==> config.mk <==
export PLATFORM = sky130hd
export DESIGN_NAME = vga_timing_gen
export DESIGN_NICKNAME = d
export VERILOG_FILES = /design/src/rtl/vga_timing_gen.sv
export SDC_FILE = /design/constraint.sdc
export NUM_CORES = 1
export LEC_CHECK = 0
export CORE_MARGIN = 4
export CORE_UTILIZATION = 25
export DETAILED_ROUTE_END_ITERATION = 8
export GPL_TIMING_DRIVEN = 1
export HOLD_SLACK_MARGIN = 0.03
export SLEW_MARGIN = 20
export SYNTH_ARGS = -nofsm -noshare
export SYNTH_HDL_FRONTEND = slang
export SYNTH_SLANG_ARGS = --single-unit
==> constraint.sdc <==
create_clock -name clk -period 7 [get_ports clk]
set_input_delay 0.7 -clock clk [delete_from_list [all_inputs] [get_ports clk]]
set_output_delay 0.7 -clock clk [all_outputs]
set_load 0.005 [all_outputs]
==> src/rtl/vga_timing_gen.sv <==
// VGA raster timing: pixel-enable divider, h/v counters, sync/blank decode,
// line/frame strobes and a free-running completed-frame counter.
module vga_timing_gen #(
  parameter int H_ACTIVE = 640,
  parameter int H_FP     = 16,
  parameter int H_SYNC   = 96,
  parameter int H_BP     = 48,
  parameter int V_ACTIVE = 480,
  parameter int V_FP     = 10,
  parameter int V_SYNC   = 2,
  parameter int V_BP     = 33,
  parameter int SYNC_POL = 0,
  parameter int CLK_DIV  = 1,
  parameter int FRAME_W  = 16
) (
  input  logic               clk,
  input  logic               reset,
  output logic               pix_en,
  output logic [9:0]         x,
  output logic [9:0]         y,
  output logic               display_on,
  output logic               hsync,
  output logic               vsync,
  output logic               line_start,
  output logic               frame_start,
  output logic [FRAME_W-1:0] frame_cnt
);

  localparam int H_TOTAL = H_ACTIVE + H_FP + H_SYNC + H_BP;
  localparam int V_TOTAL = V_ACTIVE + V_FP + V_SYNC + V_BP;

  if (H_TOTAL > 1024) begin : g_h_total_err
    $error("vga_timing_gen: H_TOTAL exceeds 1024");
  end
  if (V_TOTAL > 1024) begin : g_v_total_err
    $error("vga_timing_gen: V_TOTAL exceeds 1024");
  end
  if (CLK_DIV < 1 || CLK_DIV > 16) begin : g_div_err
    $error("vga_timing_gen: CLK_DIV out of range 1..16");
  end

  localparam logic [3:0]  DIV_LAST = 4'(CLK_DIV - 1);
  localparam logic [10:0] H_LAST   = 11'(H_TOTAL - 1);
  localparam logic [10:0] V_LAST   = 11'(V_TOTAL - 1);
  localparam logic [10:0] X_ACT    = 11'(H_ACTIVE);
  localparam logic [10:0] Y_ACT    = 11'(V_ACTIVE);
  localparam logic [10:0] HS_BEG   = 11'(H_ACTIVE + H_FP);
  localparam logic [10:0] HS_END   = 11'(H_ACTIVE + H_FP + H_SYNC);
  localparam logic [10:0] VS_BEG   = 11'(V_ACTIVE + V_FP);
  localparam logic [10:0] VS_END   = 11'(V_ACTIVE + V_FP + V_SYNC);
  localparam logic        ACT      = (SYNC_POL != 0);

  logic [3:0]         div;
  logic [3:0]         div_nxt;
  logic               adv;
  logic               x_wrap;
  logic               y_wrap;
  logic [9:0]         x_nxt;
  logic [9:0]         y_nxt;
  logic [10:0]        xw;
  logic [10:0]        yw;
  logic               ls_nxt;
  logic               fs_nxt;
  logic               de_nxt;
  logic               hs_nxt;
  logic               vs_nxt;
  logic [FRAME_W-1:0] fc_nxt;

  // pix_en is the registered image of div reaching its last count,
  // and the counters step on that same edge.
  always_comb begin
    adv     = (div == DIV_LAST);
    div_nxt = adv ? 4'd0 : div + 4'd1;
  end

  always_comb begin
    x_wrap = ({1'b0, x} == H_LAST);
    y_wrap = ({1'b0, y} == V_LAST);
    x_nxt  = x;
    y_nxt  = y;
    ls_nxt = 1'b0;
    fs_nxt = 1'b0;
    fc_nxt = frame_cnt;
    unique case (1'b1)
      !adv: begin
      end
      adv && !x_wrap: begin
        x_nxt = x + 10'd1;
      end
      adv && x_wrap && !y_wrap: begin
        x_nxt  = 10'd0;
        y_nxt  = y + 10'd1;
        ls_nxt = 1'b1;
      end
      default: begin
        x_nxt  = 10'd0;
        y_nxt  = 10'd0;
        ls_nxt = 1'b1;
        fs_nxt = 1'b1;
        fc_nxt = frame_cnt + FRAME_W'(1);
      end
    endcase
  end

  // Decode from next-state counters so sync/blank line up with x/y.
  always_comb begin
    xw     = {1'b0, x_nxt};
    yw     = {1'b0, y_nxt};
    de_nxt = (xw < X_ACT) && (yw < Y_ACT);
    hs_nxt = ((xw >= HS_BEG) && (xw < HS_END)) ? ACT : ~ACT;
    vs_nxt = ((yw >= VS_BEG) && (yw < VS_END)) ? ACT : ~ACT;
  end

  always_ff @(posedge clk) begin
    if (reset) begin
      div         <= 4'd0;
      pix_en      <= 1'b0;
      x           <= 10'd0;
      y           <= 10'd0;
      display_on  <= 1'b1;
      hsync       <= ~ACT;
      vsync       <= ~ACT;
      line_start  <= 1'b0;
      frame_start <= 1'b0;
      frame_cnt   <= '0;
    end else begin
      div         <= div_nxt;
      pix_en      <= adv;
      x           <= x_nxt;
      y           <= y_nxt;
      display_on  <= de_nxt;
      hsync       <= hs_nxt;
      vsync       <= vs_nxt;
      line_start  <= ls_nxt;
      frame_start <= fs_nxt;
      frame_cnt   <= fc_nxt;
    end
  end

endmodule

==> impl_table.tex, run 1 <==
\begin{tabular}{lr}
\hline
Metric & Value \\
\hline
\multicolumn{2}{l}{\textbf{Run status}} \\
\quad Result of the run & finished clean \\
\multicolumn{2}{l}{\textbf{Route}} \\
\quad Length of the first detailed-routing pass in iterations & 4 \\
\quad Routed via count & 2022 \\
\quad Length of routed met3 wiring & 287 µm \\
\quad Topmost layer with routed signal wires & met4 \\
\quad Remaining design rule violation count & 0 \\
\quad WL/cell & 13.0 µm \\
\quad Post-DR vias/cell & 4.88 \\
\quad 1st-iter DRT viols & 109 \\
\quad Remaining number of nets flagged by the antenna check after routing & 0 \\
\quad Detailed-route wire length & 5370 µm \\
\quad Routed wl met2 & 2490 µm \\
\quad Metal1 wirelength & 2560 µm \\
\multicolumn{2}{l}{\textbf{Clock tree}} \\
\quad CTS H-tree depth & 2 \\
\quad Maximum buffer depth of the clock tree & 2 \\
\quad Number of hold buffers added after cts & 0 \\
\quad Post-cts sizing count & 0 \\
\quad Buffer cell driving the clock tree root & sky130\_fd\_sc\_hd\_\_clkbuf\_8 \\
\quad Setup bufs post-CTS & 0 \\
\quad Number of buffers created by CTS & 5 \\
\quad Clock slew seen by the registers of the worst setup and hold paths & 0.09 ns \\
\quad Worst skew pair latency & 0.30 ns \\
\quad TritonCTS clock tree & yes \\
\quad Clk sink count & 46 \\
\multicolumn{2}{l}{\textbf{Power}} \\
\quad Reported net switching power & 0.105 mW \\
\quad Total power density per cell area & 157 mW/mm² \\
\quad Maximum resistive drop on vdd & 0.113 mV \\
\quad Leakage & 0.937 nW \\
\quad Share of power burned in registers & 0.599 \\
\quad Part of the power in the clock network & 0.368 \\
\quad Comb power frac & 0.033 \\
\quad Sw Ratio & 0.235 \\
\quad Cell-internal power & 0.341 mW \\
\multicolumn{2}{l}{\textbf{STA}} \\
\quad Shortest period the worst path allows & 2.87 ns \\
\quad Fin crit share & 0.409 \\
\quad Max-slew headroom & 0.462 \\
\quad Count of endpoints failing hold in the final timing report & 0 \\
\quad Setup Viol. Count Final & 0 \\
\quad Maximum clock frequency & 349 MHz \\
\quad Sum Neg Setup Slack & 0 ns \\
\quad Worst clock skew & 0.0120 ns \\
\quad Max-slew violation total from the final report & 0 \\
\quad Transition at the pin with the smallest max-transition slack & 0.800 ns \\
\quad Post-route worst hold slack & 0.489 ns \\
\quad Unrepaired setup endpoints after global routing & false \\
\multicolumn{2}{l}{\textbf{Die}} \\
\quad Initial cell density of the core & 0.255 \\
\quad Std cell rows & 34 \\
\quad Area of the core region & 0.00868 mm² \\
\quad Area of the die & 0.0104 mm² \\
\quad Die extent in x & 102 µm \\
\quad Die height & 102 µm \\
\quad I/O pin count & 44 \\
\multicolumn{2}{l}{\textbf{Global routing}} \\
\quad Number of antenna violations at the first check in global routing & 0 \\
\quad Wire length of the first global-routing pass & 8800 µm \\
\quad Total overflow reported by the global router & 0 \\
\quad Global routing usage summed across all routing layers & 0.105 \\
\quad Vias in the first global route & 1839 \\
\quad Largest net degree at the start of global routing & 45 \\
\multicolumn{2}{l}{\textbf{Critical path}} \\
\quad Worst setup path startpoint & div[0]\$\_SDFF\_PP0\_ \\
\quad Setup slack, reg-to-reg & 4.13 ns \\
\quad Startpoint type of the worst setup path & flip-flop \\
\quad Crit Path Max Fanout & 12 \\
\quad Worst Setup EP & vsync\$\_SDFF\_PP1\_ \\
\quad Reg2Reg Launch Point & div[0]\$\_SDFF\_PP0\_ \\
\quad Worst R2R End & vsync\$\_SDFF\_PP1\_ \\
\quad R2R cell count & 8 \\
\quad Critical path data required time & 7.19 ns \\
\quad Critical Setup Path Class & reg -> reg \\
\quad Data arrival time at the worst-slack endpoint & 3.05 ns \\
\quad Category of the worst setup path capture point & flip-flop \\
\multicolumn{2}{l}{\textbf{Placed design}} \\
\quad Final weighted congestion of routability-driven global placement & 0.856 \\
\quad Count of input and output buffers & 43 \\
\quad DPL Wire Length & 3850 µm \\
\multicolumn{2}{l}{\textbf{Logic synthesis}} \\
\quad Synth top cells by count & sky130\_fd\_sc\_hd\_\_dfxtp\_1, sky130\_fd\_sc\_hd\_\_nor2\_1, sky130\_fd\_sc\_hd\_\_nand2\_1 \\
\quad Distinct cell type count after synthesis & 41 \\
\quad Post-synth EDFFs & 0 \\
\quad Top cell type's share of synthesized area & 0.416 \\
\quad Yosys top cell by area & sky130\_fd\_sc\_hd\_\_dfxtp\_1 \\
\quad Fraction of the yosys area taken by sequential cells & 0.416 \\
\quad Largest cells by area after synthesis & sky130\_fd\_sc\_hd\_\_dfxtp\_1, sky130\_fd\_sc\_hd\_\_nor2\_1, sky130\_fd\_sc\_hd\_\_xnor2\_1 \\
\quad Syn. warnings & 0 \\
\quad Total standard cell area after synthesis & 0.00221 mm² \\
\quad Most used flip-flop cell after synthesis & sky130\_fd\_sc\_hd\_\_dfxtp\_1 \\
\quad Ys async rst share & 0 \\
\quad Gate count of the mapped netlist & 264 \\
\quad Leading cell type by number of instances after synthesis & sky130\_fd\_sc\_hd\_\_dfxtp\_1 \\
\quad Synthesis-stage register bit count & 46 \\
\quad Net Count, Synth & 272 \\
\quad Avg Inst Size Synth & 8.38 µm² \\
\multicolumn{2}{l}{\textbf{Layout}} \\
\quad Layout net count & 313 \\
\quad Synthesis-to-finish area growth & 28.3\% \\
\quad Number of antenna repair diodes & 0 \\
\quad Share of post-route cells with drive strength above 1 & 0.0523 \\
\quad Final core area utilization & 0.327 \\
\multicolumn{2}{l}{\textbf{Hold path}} \\
\quad Type of the most critical hold path & reg -> reg \\
\multicolumn{2}{l}{\textbf{Run}} \\
\quad Max Cap Viol & 0 \\
\hline
\end{tabular}
## cells by family (layout without fill, tap and decap cells)
group,Yosys count,count (layout),share of synthesized area
flops,46,46,0.416
mux,1,1,0.00452
fa+ha+maj,6,6,0.0339
buf+inv,19,61,0.0334
compound gates,34,34,0.0950
xor+xnor,23,23,0.0910
simple gates,135,135,0.326
## state kept, by name, summed over array words and instances (netlist names)
register and flops:
frame_cnt 16, x 10, y 10, div 4
display_on 1, frame_start 1, hsync 1, line_start 1
pix_en 1, vsync 1
## layer usage
layer	vias to the layer above	GRT usage
met5	-	0
met4	0	0.0252
met3	2	0.0307
met2	53	0.161
met1	943	0.145
li1	1024	-
## cell type report
cell class | instances | area (µm²)
fill | 943 | 5840
multi-input combinational | 199 | 1220
sequential | 46 | 921
timing repair buffer | 45 | 445
tap | 108 | 135
clock buffer | 5 | 68.8
inverter | 8 | 30.0
clock inverter | 3 | 21.3
## cells in the final DEF, fill, tap and decap left out, types with 2 or more instances in the layout
| master | synthesis | final |
|---|---|---|
| sky130_fd_sc_hd__clkbuf_8 | 0 | 5 |
| sky130_fd_sc_hd__nor2_1 | 36 | 36 |
| sky130_fd_sc_hd__buf_4 | 0 | 2 |
| sky130_fd_sc_hd__nand3_1 | 19 | 19 |
| sky130_fd_sc_hd__o21ai_0 | 8 | 8 |
| sky130_fd_sc_hd__dfxtp_1 | 46 | 46 |
| sky130_fd_sc_hd__inv_1 | 8 | 8 |
| sky130_fd_sc_hd__nand4_1 | 8 | 8 |
| sky130_fd_sc_hd__nand2_1 | 20 | 20 |
| sky130_fd_sc_hd__nor4_1 | 2 | 2 |
| sky130_fd_sc_hd__or4_1 | 2 | 2 |
| sky130_fd_sc_hd__nor3b_1 | 4 | 4 |
| sky130_fd_sc_hd__nand4b_1 | 2 | 2 |
| sky130_fd_sc_hd__clkdlybuf4s50_1 | 0 | 43 |
| sky130_fd_sc_hd__a21oi_1 | 13 | 13 |
| sky130_fd_sc_hd__xor2_1 | 11 | 11 |
| sky130_fd_sc_hd__nand2b_1 | 2 | 2 |
| sky130_fd_sc_hd__and4_1 | 3 | 3 |
| sky130_fd_sc_hd__nor4_2 | 2 | 2 |
| sky130_fd_sc_hd__o211a_1 | 2 | 2 |
| sky130_fd_sc_hd__nor2b_1 | 2 | 2 |
| sky130_fd_sc_hd__or3_1 | 6 | 6 |
| sky130_fd_sc_hd__xnor2_1 | 12 | 12 |
| sky130_fd_sc_hd__ha_1 | 6 | 6 |
| sky130_fd_sc_hd__a31oi_1 | 4 | 4 |
| sky130_fd_sc_hd__nor3_1 | 17 | 17 |
| sky130_fd_sc_hd__nand3b_1 | 3 | 3 |
## power groups by stage
stage / clock network [mW] / registers (mW) / logic [mW]
after floorplan: 0 / 0.272 / 0.00853
after global placement: 0 / 0.273 / 0.0149
after detailed placement: 0 / 0.273 / 0.0148
after CTS: 0.171 / 0.267 / 0.0150
after global routing: 0.182 / 0.268 / 0.0165
final: 0.164 / 0.267 / 0.0146
## critical path, stage by stage, from the launching register on
cell,delay [ns]
sky130_fd_sc_hd__dfxtp_1,0.34
sky130_fd_sc_hd__inv_1,0.06
sky130_fd_sc_hd__ha_1,0.15
sky130_fd_sc_hd__or3b_1,0.55
sky130_fd_sc_hd__or4_1,0.71
sky130_fd_sc_hd__or3_1,0.40
sky130_fd_sc_hd__a31oi_1,0.23
sky130_fd_sc_hd__nand3_1,0.10
sky130_fd_sc_hd__a211o_1,0.23
## worst min-delay path by stage
stage | start | to | slack, ns | cells after the start
after floorplan | div[0]$_SDFF_PP0_ | div[0]$_SDFF_PP0_ | 0.46 | 1
after global placement | div[0]$_SDFF_PP0_ | div[0]$_SDFF_PP0_ | 0.46 | 1
after detailed placement | div[0]$_SDFF_PP0_ | div[0]$_SDFF_PP0_ | 0.48 | 1
after CTS | div[0]$_SDFF_PP0_ | div[0]$_SDFF_PP0_ | 0.49 | 1
after global routing | div[0]$_SDFF_PP0_ | div[0]$_SDFF_PP0_ | 0.51 | 1
final | div[0]$_SDFF_PP0_ | div[0]$_SDFF_PP0_ | 0.49 | 1
## through the flow
step	setup slack [ns]	instance area, µm²	instances	power (mW)
final	4.13	2840	414	0.446
after floorplan	4.51	2210	264	0.281
after global placement	4.19	2750	406	0.288
after CTS	4.12	2840	414	0.453
after global routing	3.94	2840	414	0.467
after detailed placement	4.16	2750	406	0.288
(Power assumes the default switching activity.)
==> inputs of run 2 (changes only) <==
==> constraint.sdc (replaced) <==
create_clock -name clk -period 2.54 [get_ports clk]
set_input_delay 0.254 -clock clk [delete_from_list [all_inputs] [get_ports clk]]
set_output_delay 0.254 -clock clk [all_outputs]
set_load 0.005 [all_outputs]
==> run 2 against run 1 <==
  * Via count increased by 1.7%
  * Total power increased to 2.8 times the previous value
  * Largest cell class unchanged
  * Largest power group unchanged
  * Global-route usage increased by 0.86 points
  * Cell area increased by 5.1%
  * Utilization increased by 1.7 points
  * Highest routed layer unchanged
==> impl_table.tex, run 2 (synthesis gave the netlist of run 1 again) <==
\begin{tabular}{lr}
\hline
Metric & Value \\
\hline
\multicolumn{2}{l}{\textbf{Run status}} \\
\quad Result of the run & finished clean (unchanged) \\
\multicolumn{2}{l}{\textbf{Critical path}} \\
\quad Cell Chain, Critical Path & inv\_1 > ha\_1 > or3b\_1 > or4\_1 > or3\_1 > a31oi\_2 > nand3\_1 > a211o\_1 (was inv\_1 > ha\_1 > or3b\_1 > or4\_1 > or3\_1 > a31oi\_1 > nand3\_1 > a211o\_1) \\
\quad Data arrival time at the worst-slack endpoint & 2.60 ns (was 3.05 ns) \\
\quad Critical path data required time & 2.73 ns (was 7.19 ns) \\
\quad Cell type group with the largest total delay on the critical path & simple AND/OR/NAND/NOR gates (unchanged) \\
\quad Standard cell with the maximum stage delay on the critical path & sky130\_fd\_sc\_hd\_\_or4\_1 (unchanged) \\
\quad Critical Setup Path Class & reg -> reg (unchanged) \\
\quad Category of the worst setup path capture point & flip-flop (unchanged) \\
\quad Startpoint type of the worst setup path & flip-flop (unchanged) \\
\quad Largest stage delay on the critical path & 0.50 ns (was 0.71 ns) \\
\quad Crit Path Max Fanout & 4 (was 12) \\
\quad Worst path buffer plus inverter count & 1 (unchanged) \\
\multicolumn{2}{l}{\textbf{Global routing}} \\
\quad Number of antenna violations at the first check in global routing & 0 (unchanged) \\
\quad Wire length of the first global-routing pass & 9590 µm (was 8800 µm) \\
\quad Vias in the first global route & 2016 (was 1839) \\
\quad Total overflow reported by the global router & 0 (unchanged) \\
\quad Global routing usage summed across all routing layers & 0.113 (was 0.105) \\
\quad Largest net degree at the start of global routing & 19 (was 45) \\
\multicolumn{2}{l}{\textbf{Layout}} \\
\quad FILL cells & 933 (was 943) \\
\quad Leading cell type in the layout, fill and taps excluded & sky130\_fd\_sc\_hd\_\_dfxtp\_1 (unchanged) \\
\quad Sequential cell area & 921 µm² (unchanged) \\
\quad Largest register FFs & 16 (unchanged) \\
\quad Layout net count & 327 (was 313) \\
\quad Number of antenna repair diodes & 0 (unchanged) \\
\quad Synthesis-to-finish area growth & 34.9\% (was 28.3\%) \\
\quad Register with the highest flop count & frame\_cnt (unchanged) \\
\quad Fin cells & 428 (was 414) \\
\quad Share of post-route cells with drive strength above 1 & 0.109 (was 0.0523) \\
\quad Commonest non-fill, non-tap cells in the layout & sky130\_fd\_sc\_hd\_\_dfxtp\_1, sky130\_fd\_sc\_hd\_\_clkdlybuf4s50\_1, sky130\_fd\_sc\_hd\_\_nor2\_1 (unchanged) \\
\quad Registers with the most flip-flops & frame\_cnt (16), x (10), y (10) (unchanged) \\
\quad Final core area utilization & 0.344 (was 0.327) \\
\quad Combined area of the multi-input logic cells & 0.00125 mm² (was 0.00122 mm²) \\
\multicolumn{2}{l}{\textbf{Route}} \\
\quad Post-DR vias/cell & 4.81 (was 4.88) \\
\quad 1st-iter DRT viols & 77 (was 109) \\
\quad Length of the first detailed-routing pass in iterations & 5 (was 4) \\
\quad Detailed-route wire length & 5780 µm (was 5370 µm) \\
\quad Remaining design rule violation count & 0 (unchanged) \\
\quad WL/cell & 13.5 µm (was 13.0 µm) \\
\quad Remaining number of nets flagged by the antenna check after routing & 0 (unchanged) \\
\quad Routed via count & 2057 (was 2022) \\
\multicolumn{2}{l}{\textbf{STA}} \\
\quad Post-route worst hold slack & 0.498 ns (was 0.489 ns) \\
\quad Fin crit share & 0.950 (was 0.409) \\
\quad Shortest period the worst path allows & 2.41 ns (was 2.87 ns) \\
\quad Worst clock skew & 0.00928 ns (was 0.0120 ns) \\
\quad Max-slew headroom & 0.644 (was 0.462) \\
\quad Sum Neg Setup Slack & 0 ns (unchanged) \\
\quad Count of endpoints failing hold in the final timing report & 0 (unchanged) \\
\quad Maximum clock frequency & 414 MHz (was 349 MHz) \\
\quad Unrepaired setup endpoints after global routing & true (was false) \\
\quad Max-slew violation total from the final report & 0 (unchanged) \\
\quad Transition at the pin with the smallest max-transition slack & 0.533 ns (was 0.800 ns) \\
\quad Setup Viol. Count Final & 0 (unchanged) \\
\multicolumn{2}{l}{\textbf{Clock tree}} \\
\quad Number of buffers created by CTS & 5 (unchanged) \\
\quad Worst skew pair latency & 0.30 ns (about the same) \\
\quad Clk sink count & 46 (unchanged) \\
\quad Maximum buffer depth of the clock tree & 2 (unchanged) \\
\quad CTS H-tree depth & 2 (unchanged) \\
\quad TritonCTS clock tree & yes (unchanged) \\
\quad Clock slew seen by the registers of the worst setup and hold paths & 0.09 ns (about the same) \\
\quad Buffer cell driving the clock tree root & sky130\_fd\_sc\_hd\_\_clkbuf\_8 (unchanged) \\
\multicolumn{2}{l}{\textbf{Die}} \\
\quad Area of the core region & 0.00868 mm² (unchanged) \\
\quad I/O pin count & 44 (unchanged) \\
\quad Initial cell density of the core & 0.255 (unchanged) \\
\quad Area of the die & 0.0104 mm² (unchanged) \\
\quad Die extent in x & 102 µm (unchanged) \\
\quad Die height & 102 µm (unchanged) \\
\quad Std cell rows & 34 (unchanged) \\
\multicolumn{2}{l}{\textbf{Run}} \\
\quad Max Cap Viol & 0 (unchanged) \\
\multicolumn{2}{l}{\textbf{Placed design}} \\
\quad Count of input and output buffers & 43 (unchanged) \\
\quad Dpl cells & 419 (was 406) \\
\quad Final weighted congestion of routability-driven global placement & 0.925 (was 0.856) \\
\quad DPL Wire Length & 4300 µm (was 3850 µm) \\
\multicolumn{2}{l}{\textbf{Power}} \\
\quad Leakage & 1.03 nW (was 0.937 nW) \\
\quad Total power density per cell area & 412 mW/mm² (was 157 mW/mm²) \\
\quad Post-layout power & 1.23 mW (was 0.446 mW) \\
\quad Maximum resistive drop on vdd & 0.216 mV (was 0.113 mV) \\
\multicolumn{2}{l}{\textbf{Hold path}} \\
\quad Type of the most critical hold path & reg -> reg (unchanged) \\
\hline
\end{tabular}
-- run 2: changes by cell type in the layout (fill, tap and decap cells not counted), sizes merged --
cell | before | now
buf | 2 | 16
-- run 2: repair_timing --
action                                  4_1_cts  5_1_grt
hold buffers                                  0        0
endpoints found under the setup margin        0       10
gates resized for setup                       0        8
setup buffers                                 0        1
-- run 2: where the power goes --
part / switching (mW) / internal [mW] / leakage [nW] / total (mW)
clock: 0.256 / 0.194 / 0.0441 / 0.450
combinational: 0.0224 / 0.0213 / 0.610 / 0.0437
sequential: 0.00977 / 0.727 / 0.372 / 0.737
total: 0.288 / 0.942 / 1.03 / 1.23
-- run 2: area by class of cell --
type / count / area share
multi-input cells: 199 / 0.420
flip-flops and latches: 46 / 0.308
repair buffers: 59 / 0.186
well taps: 108 / 0.0453
clock buffers: 5 / 0.0231
inverters: 8 / 0.0101
clock inverters: 3 / 0.00712
-- run 2: routing by layer --
metal	global-route usage	vias up	part of all wire
met2	0.187	36	0.49
met1	0.148	979	0.46
met5	0	-	0
met4	0.0303	0	0.0073
met3	0.0287	2	0.042
li1	-	1040	-
-- run 2: worst paths after layout --
kind	from	end	slack, ns	depth (start not counted)
worst min-delay path	div[0]$_SDFF_PP0_	div[0]$_SDFF_PP0_	0.50	1
worst max register to register	div[0]$_SDFF_PP0_	vsync$_SDFF_PP1_	0.13	8
worst min register to register	div[0]$_SDFF_PP0_	div[0]$_SDFF_PP0_	0.50	1
worst max-delay path	div[0]$_SDFF_PP0_	vsync$_SDFF_PP1_	0.13	8
-- run 2: per-stage QoR --
step / setup WS (ns) / cell area [µm²]
floorplan: 0.0531 / 2210
global placement: 0.134 / 2850
detailed placement: 0.112 / 2850
CTS: 0.0877 / 2940
global route: -0.00749 / 2990
finish: 0.126 / 2990
